## src/rtl/eight_bit_1_8_demux_reg_pkg.sv

```systemverilog
`default_nettype none
// ============================================================================
// Module   : eight_bit_1_8_demux_reg_pkg
// Brief    : Shared widths and channel names for the byte demux and 8:1 mux.
// Revision : 1.0
// ============================================================================
package eight_bit_1_8_demux_reg_pkg;

    localparam int CH_COUNT = 8;
    localparam int DATA_W   = 8;
    localparam int SEL_W    = 3;

    localparam logic [SEL_W-1:0] CH_A = 3'd0;
    localparam logic [SEL_W-1:0] CH_B = 3'd1;
    localparam logic [SEL_W-1:0] CH_C = 3'd2;
    localparam logic [SEL_W-1:0] CH_D = 3'd3;
    localparam logic [SEL_W-1:0] CH_E = 3'd4;
    localparam logic [SEL_W-1:0] CH_F = 3'd5;
    localparam logic [SEL_W-1:0] CH_G = 3'd6;
    localparam logic [SEL_W-1:0] CH_H = 3'd7;

    function automatic logic [CH_COUNT-1:0] sel_to_onehot(input logic [SEL_W-1:0] sel);
        logic [CH_COUNT-1:0] w_oh;
        w_oh      = '0;
        w_oh[sel] = 1'b1;
        return w_oh;
    endfunction

endpackage
`default_nettype wire

```

## src/rtl/eight_bit_1_8_demux_reg_channel_reg_8.sv

```systemverilog
`default_nettype none
// ============================================================================
// Module   : channel_reg_8
// Brief    : One 8-bit holding register with a valid flag (write beats ack).
// Revision : 1.0
// ============================================================================
module channel_reg_8
    import eight_bit_1_8_demux_reg_pkg::*;
(
    input  logic              clk,
    input  logic              rst_n,
    input  logic              clr,
    input  logic              wr,
    input  logic              ack,
    input  logic [DATA_W-1:0] d,
    output logic [DATA_W-1:0] q,
    output logic              valid
);

    logic [DATA_W-1:0] r_data;
    logic              r_valid;

    // Clear only drops the flag; the held byte stays readable.
    always_ff @(posedge clk) begin
        if (!rst_n) begin
            r_data  <= '0;
            r_valid <= 1'b0;
        end else if (clr) begin
            r_valid <= 1'b0;
        end else if (wr) begin
            r_data  <= d;
            r_valid <= 1'b1;
        end else if (ack) begin
            r_valid <= 1'b0;
        end
    end

    assign q     = r_data;
    assign valid = r_valid;

endmodule
`default_nettype wire

```

## src/rtl/eight_bit_1_8_demux_reg.sv

```systemverilog
`default_nettype none
// ============================================================================
// Module   : eight_bit_1_8_demux_reg
// Brief    : Registered 1-to-8 byte distributor with valid/ack per channel.
// Revision : 1.0
// ============================================================================
module eight_bit_1_8_demux_reg
    import eight_bit_1_8_demux_reg_pkg::*;
(
    input  logic                clk,
    input  logic                rst_n,
    input  logic [DATA_W-1:0]   in,
    input  logic                s0,
    input  logic                s1,
    input  logic                s2,
    input  logic                we,
    input  logic                auto,
    input  logic                clr,
    input  logic [CH_COUNT-1:0] ack,
    output logic                in_ready,
    output logic [DATA_W-1:0]   a,
    output logic [DATA_W-1:0]   b,
    output logic [DATA_W-1:0]   c,
    output logic [DATA_W-1:0]   d,
    output logic [DATA_W-1:0]   e,
    output logic [DATA_W-1:0]   f,
    output logic [DATA_W-1:0]   g,
    output logic [DATA_W-1:0]   h,
    output logic [CH_COUNT-1:0] valid,
    output logic                full,
    output logic [SEL_W-1:0]    ptr
);

    logic [SEL_W-1:0]    r_ptr;
    logic [SEL_W-1:0]    w_target;
    logic [CH_COUNT-1:0] w_target_oh;
    logic [CH_COUNT-1:0] w_valid;
    logic [CH_COUNT-1:0] w_wr;
    logic                w_accept;
    logic [DATA_W-1:0]   w_q [CH_COUNT];

    assign w_target    = auto ? r_ptr : {s2, s1, s0};
    assign w_target_oh = sel_to_onehot(w_target);

    // Ready never looks at the data byte, only at occupancy and ack.
    assign in_ready = ~w_valid[w_target] | ack[w_target];
    assign w_accept = we & in_ready;
    assign w_wr     = w_accept ? w_target_oh : '0;

    always_ff @(posedge clk) begin
        if (!rst_n) begin
            r_ptr <= '0;
        end else if (clr) begin
            r_ptr <= '0;
        end else if (w_accept && auto) begin
            r_ptr <= r_ptr + 3'd1;
        end
    end

    generate
        for (genvar gi = 0; gi < CH_COUNT; gi++) begin : g_channel
            channel_reg_8 u_channel_reg_8 (
                .clk   (clk),
                .rst_n (rst_n),
                .clr   (clr),
                .wr    (w_wr[gi]),
                .ack   (ack[gi]),
                .d     (in),
                .q     (w_q[gi]),
                .valid (w_valid[gi])
            );
        end
    endgenerate

    assign a     = w_q[CH_A];
    assign b     = w_q[CH_B];
    assign c     = w_q[CH_C];
    assign d     = w_q[CH_D];
    assign e     = w_q[CH_E];
    assign f     = w_q[CH_F];
    assign g     = w_q[CH_G];
    assign h     = w_q[CH_H];
    assign valid = w_valid;
    assign full  = &w_valid;
    assign ptr   = r_ptr;

endmodule
`default_nettype wire

```

## config.mk

```make
export PLATFORM = sky130hd
export DESIGN_NAME = eight_bit_1_8_demux_reg
export DESIGN_NICKNAME = d
export VERILOG_FILES = /design/src/rtl/eight_bit_1_8_demux_reg_pkg.sv /design/src/rtl/eight_bit_1_8_demux_reg_channel_reg_8.sv /design/src/rtl/eight_bit_1_8_demux_reg.sv
export SDC_FILE = /design/constraint.sdc
export NUM_CORES = 1
export LEC_CHECK = 0
export CAP_MARGIN = 10
export CELL_PAD_IN_SITES_DETAIL_PLACEMENT = 0
export CELL_PAD_IN_SITES_GLOBAL_PLACEMENT = 1
export CORE_MARGIN = 1.5
export CORE_UTILIZATION = 38
export CTS_BUF_LIST = sky130_fd_sc_hd__clkbuf_16
export DETAILED_ROUTE_END_ITERATION = 10
export PLACE_DENSITY = 0.93
export SYNTH_ARGS = -nofsm -noshare
export SYNTH_HDL_FRONTEND = slang
export SYNTH_SLANG_ARGS = --single-unit
```

## constraint.sdc

```tcl
create_clock -name clk -period 4.3 [get_ports clk]
set_input_delay 1.29 -clock clk [delete_from_list [all_inputs] [get_ports clk]]
set_output_delay 1.29 -clock clk [all_outputs]
set_load 0.005 [all_outputs]
```

* After elaboration in Yosys (flattened, before gate mapping)
Cells that the tools add are included.
** Word-level totals
- Bits of input ports :: 24
- Flip-flop bits (word level) :: 75
** Cells by class
- Multiplexer cells :: 24
- Reduce and logical (&&, ||, !) cells :: 20
- Magnitude comparators :: 2
- Bitwise logic cells :: 5
- $add $sub $neg :: 1
** Operators by type and width (count)
- 2-to-1 mux 1 bit :: 19
- AND reduction 2 bit :: 8
- nonzero test 2 bit :: 8
- 2-to-1 mux 8 bit :: 1
- AND reduction 8 bit :: 1
- binary-select mux 1 bit (select 3 bit) :: 2
- less-than comparator 3 x 4 -> 1 bit, second input constant :: 1
- adder 3 x 1 -> 3 bit, second input constant :: 1
- demux 1 bit (select 3 bit) :: 1
- >= comparator 3 x 1 -> 1 bit, second input constant :: 1
- 2-to-1 mux 3 bit :: 1
- inverter 1 bit :: 3
- logical AND 1 bit :: 2
- OR reduction 2 bit :: 1
- bitwise AND 1 bit :: 1
- OR 1 bit :: 1

* Longest topological paths before layout
- Word-level depth :: 8
- Depth in mapped cells :: 8
- Mapped depth without buffers :: 6

* Hierarchy
From an unflattened synthesis, not the netlist that was laid out.
** Second synthesis, totals
- Cell total of the unflattened synthesis :: 374
- Area, all modules :: 3567.2 µm²
** By module, submodules not included
- channel_reg_8 :: seq. area each 180.2 µm², cells an instance 40, area each 390.4 µm², instances 8
- eight_bit_1_8_demux_reg :: seq. area each 60.1 µm², cells an instance 54, area each 444.2 µm², instances 1

* Least setup slack after synthesis
OpenSTA, ideal clock, no wires.
- Path kind :: in2out
- From :: in auto
- To :: out in_ready
- Cell stages on the path :: 6
- Path slack :: 0.546 ns
- Arrival :: 2.464 ns
- Path buffers :: 1
- Path through :: buf_4 and3b_1 a31oi_4 o221ai_4 a22oi_2 nand2_1
** On the way
- Cells in the longest elaborated chain, start to end :: 5
** Ends and longest elaborated chain
- start, declared :: line eight_bit_1_8_demux_reg.sv:17 : input logic auto,
- 2-to-1 mux 3 bit (*) :: line eight_bit_1_8_demux_reg.sv:42 : assign w_target = auto ? r_ptr : {s2, s1, s0};
- binary-select mux 1 bit (select 3 bit) :: line eight_bit_1_8_demux_reg.sv:46 : assign in_ready = ~w_valid[w_target] | ack[w_target];
- 2-to-1 mux 1 bit (implied by the code) :: line eight_bit_1_8_demux_reg.sv:46
- inverter 1 bit :: line eight_bit_1_8_demux_reg.sv:46
- OR 1 bit (*) :: line eight_bit_1_8_demux_reg.sv:46
- end, declared :: line eight_bit_1_8_demux_reg.sv:20 : output logic in_ready,
Mark *: on every way between the ends. The rest lies on a longest branch, timed or not. The select of a mux whose other input is x is not followed.

* Final worst setup path
- From :: in s1
- To :: out in_ready
** On the way
- Cells in the longest elaborated chain, start to end :: 5
** Ends and longest elaborated chain
- start, declared :: line eight_bit_1_8_demux_reg.sv:14 : input logic s1,
- 2-to-1 mux 3 bit (*) :: line eight_bit_1_8_demux_reg.sv:42
- binary-select mux 1 bit (select 3 bit) :: line eight_bit_1_8_demux_reg.sv:46
- 2-to-1 mux 1 bit (implied by the code) :: line eight_bit_1_8_demux_reg.sv:46
- inverter 1 bit :: line eight_bit_1_8_demux_reg.sv:46
- OR 1 bit (*) :: line eight_bit_1_8_demux_reg.sv:46
Marked as above.

==> flow_summary.yaml <==
clock_network:
  cts_sinks: 75
  hold_buffers: 0
  clock-root-buffer: "clkbuf_16"
  cts_tree: "done"
  cts.htree.levels: 3
  post-cts-setup-buffer-count: 0
  clkSlewWorstSetupHoldPaths_ps: 60
  cts_buffer_depth: 2
  clock_latency_ps: 330
  numCtsBuffers: 9
worst_setup_path:
  cp-startpoint: "s1"
  worst-setup-path-type: "in2out"
  worstSetupStartpointType: "input port"
  arrival_ps: 2950
  reg2reg_from: "ptr[0]"
  worstPathRequired_ps: 3010
  r2r_setup_slack_ps: 1780
  cp-end-kind: "primary output"
  crit_fanout: 2
  rr_endpoint: "g_channel[3].u_channel_reg_8.q[7]"
  r2r_cells: 8
detailed_routing:
  vias: 2859
  wire_per_inst_um: 17.0
  totalWireLength_um: 9590
  drtAntennaViolNets: 0
  drc: 0
  drt_iter0_markers: 104
  first_pass_iters: 4
  vias_per_cell: 5.06
run_status:
  outcome: "finished clean"
die:
  io_pins: 101
  die_h_um: 97.7
  dieArea_um2: 9540
  coreArea_um2: 8720
  rows: 34
  die_w_um: 97.7
  initial_utilization_pct: 39.1
power:
  p_comb_share_pct: 9.5
  p_switching_uw: 383
  ir_worst_vdd_v: 0.000232
  power.density_nw_per_um2: 347
  clock_power_share_pct: 49.5
  leakage_uw: 0.00197
  p_int_uw: 1350
  power_uw: 1730
  netSwitchingFraction_pct: 22.1
  p_seq_share_pct: 41.0
logic_synthesis:
  yosysSeqAreaShare_pct: 44.1
  synth_seq_cells: 75
  synth_edf_count: 0
  synth_cell_types: 48
  synthArstFlopShare_pct: 0
  synth_top_area_share_pct: 44.1
  synth_area_leaders: "dfxtp_1, mux2i_1, nand2_1"
  syn_area_um2: 3410
  ys_warn_count: 0
  postSynthAreaPerCell_um2: 10.1
  yosys.area.top_type: "dfxtp_1"
  synth.net_count: 362
  ys.flop_type: "dfxtp_1"
  syn_inst: 337
timing:
  hold_viol: 0
  slew_headroom_pct: 43.0
  fin_setup_tns_ps: 0
  worst_pin_slew_ps: 854
  min_period_over_period_pct: 98.7
  setup_violations: 0
  clock.fmax_mhz: 236
  fin_ws_ps: 57.4
  min_period_ps: 4240
  slew_viol_final: 0
  clock_skew_ps: 6.82
global_route:
  grt_pass1_wl_um: 15200
  grt.overflow.total: 0
  grt_pass1_vias: 2915
  grt_start_max_net_pins: 40
  antenna_found_initial: 0
  grtUsageTotal_pct: 20.4
placement:
  routabilityCongestion: 0.951
  preCtsSetupSlack_ps: -420
  dpl.hpwl_um: 6750
  io_buffers: 100
min_path:
  worstHoldEndpoint: "g_channel[4].u_channel_reg_8.q[6]"
  holdCritPathClass: "reg2reg"
  hp-start: "g_channel[4].u_channel_reg_8.q[6]"
  min_path_cells: 2
run:
  maxCapViolCount: 0
final_layout:
  areaGrowthSynthToFinish_pct: 46.4
  most-common-layout-cells: "clkdlybuf4s50_1, nand2_1, dfxtp_1"
  nNetsFinal: 477
  post-route-util_pct: 57.2
  antenna_cells: 0
  layout_commonest_cell: "clkdlybuf4s50_1"
  fillers: 757
  layout-drive-gt1-share_pct: 14.9
[cell usage after synthesis (all sizes together), types with 2 or more instances]
cell / count
a31oi: 3
nor2: 12
nand3: 3
nand2b: 2
o221ai: 2
nor3: 3
a21oi: 8
inv: 8
o32a: 4
mux2i: 72
or3: 3
o21ai: 6
buf: 16
nand3b: 5
dfxtp: 75
a2bb2oi: 2
nand4: 2
nor2b: 5
clkbuf: 9
nand2: 79
a22oi: 2
[registers in the layout, indices dropped and copies added (netlist names)]
| name | count |
|---|---|
| g_channel.u_channel_reg_8.q | 64 |
| ptr | 3 |
| g_channel.u_channel_reg_8.valid | 8 |
[worst max path at each step]
stage / endpoint / slack, ps / depth (start not counted)
2_1_floorplan: in_ready / 550 / 6
3_3_place_gp: in_ready / -390 / 9
3_5_place_dp: in_ready / -420 / 9
4_1_cts: in_ready / 90 / 9
5_1_grt: in_ready / -20 / 7
6_report: in_ready / 60 / 7
[layout make-up]
class / count / area, um2 / share of cell area, %
clock buffers: 9 / 225 / 4.51
clock inverters: 7 / 115 / 2.31
inverters: 8 / 30.0 / 0.602
multi-input cells: 229 / 1770 / 35.4
flip-flops and latches: 75 / 1500 / 30.1
well taps: 108 / 135 / 2.71
repair buffers: 129 / 1210 / 24.3
[power groups by stage]
stage	Sequential, uW	Combinational [uW]	Clock (uW)
after floorplan	724	80.6	0
after global placement	725	158	0
final	710	164	856
after detailed placement	725	159	0
after CTS	710	164	869
after global routing	710	176	903
[per-layer routing]
layer | up-vias | track usage (%) | part of all wire [%]
li1 | 1389 | - | -
met1 | 1359 | 25.0 | 43
met2 | 99 | 33.1 | 47
met3 | 12 | 8.56 | 8.5
met4 | 0 | 5.16 | 1.4
met5 | - | 0 | 0
[worst max-delay path: stages]
cell and delay, ps:
clkdlybuf4s50_1 550, nor2b_4 190, o311a_1 220, o221ai_4 110
a22oi_2 240, nand2_1 90, dlygate4sd2_1 270
[per-stage QoR]
stage	std cells	instance area, um2	hold slack (ps)
global route	565	4990	480
global placement	549	4600	441
floorplan	337	3410	451
finish	565	4990	456
detailed placement	549	4600	445
CTS	565	4980	459
[repair_timing]
item	in CTS	in global routing
pin swaps	3	2
setup endpoints to repair	1	1
gates resized for setup	12	2
[kinds of logic (layout without fill, tap and decap cells)]
logic type	after synthesis	count (layout)	share of synthesized area, %
buf+inv	33	153	5.43
compound gates	33	33	9.51
mux	74	74	22.6
flops	75	75	44.1
simple gates	121	121	18.0
fa+ha+maj	1	1	0.367
Power figures use the tool's default switching activity.
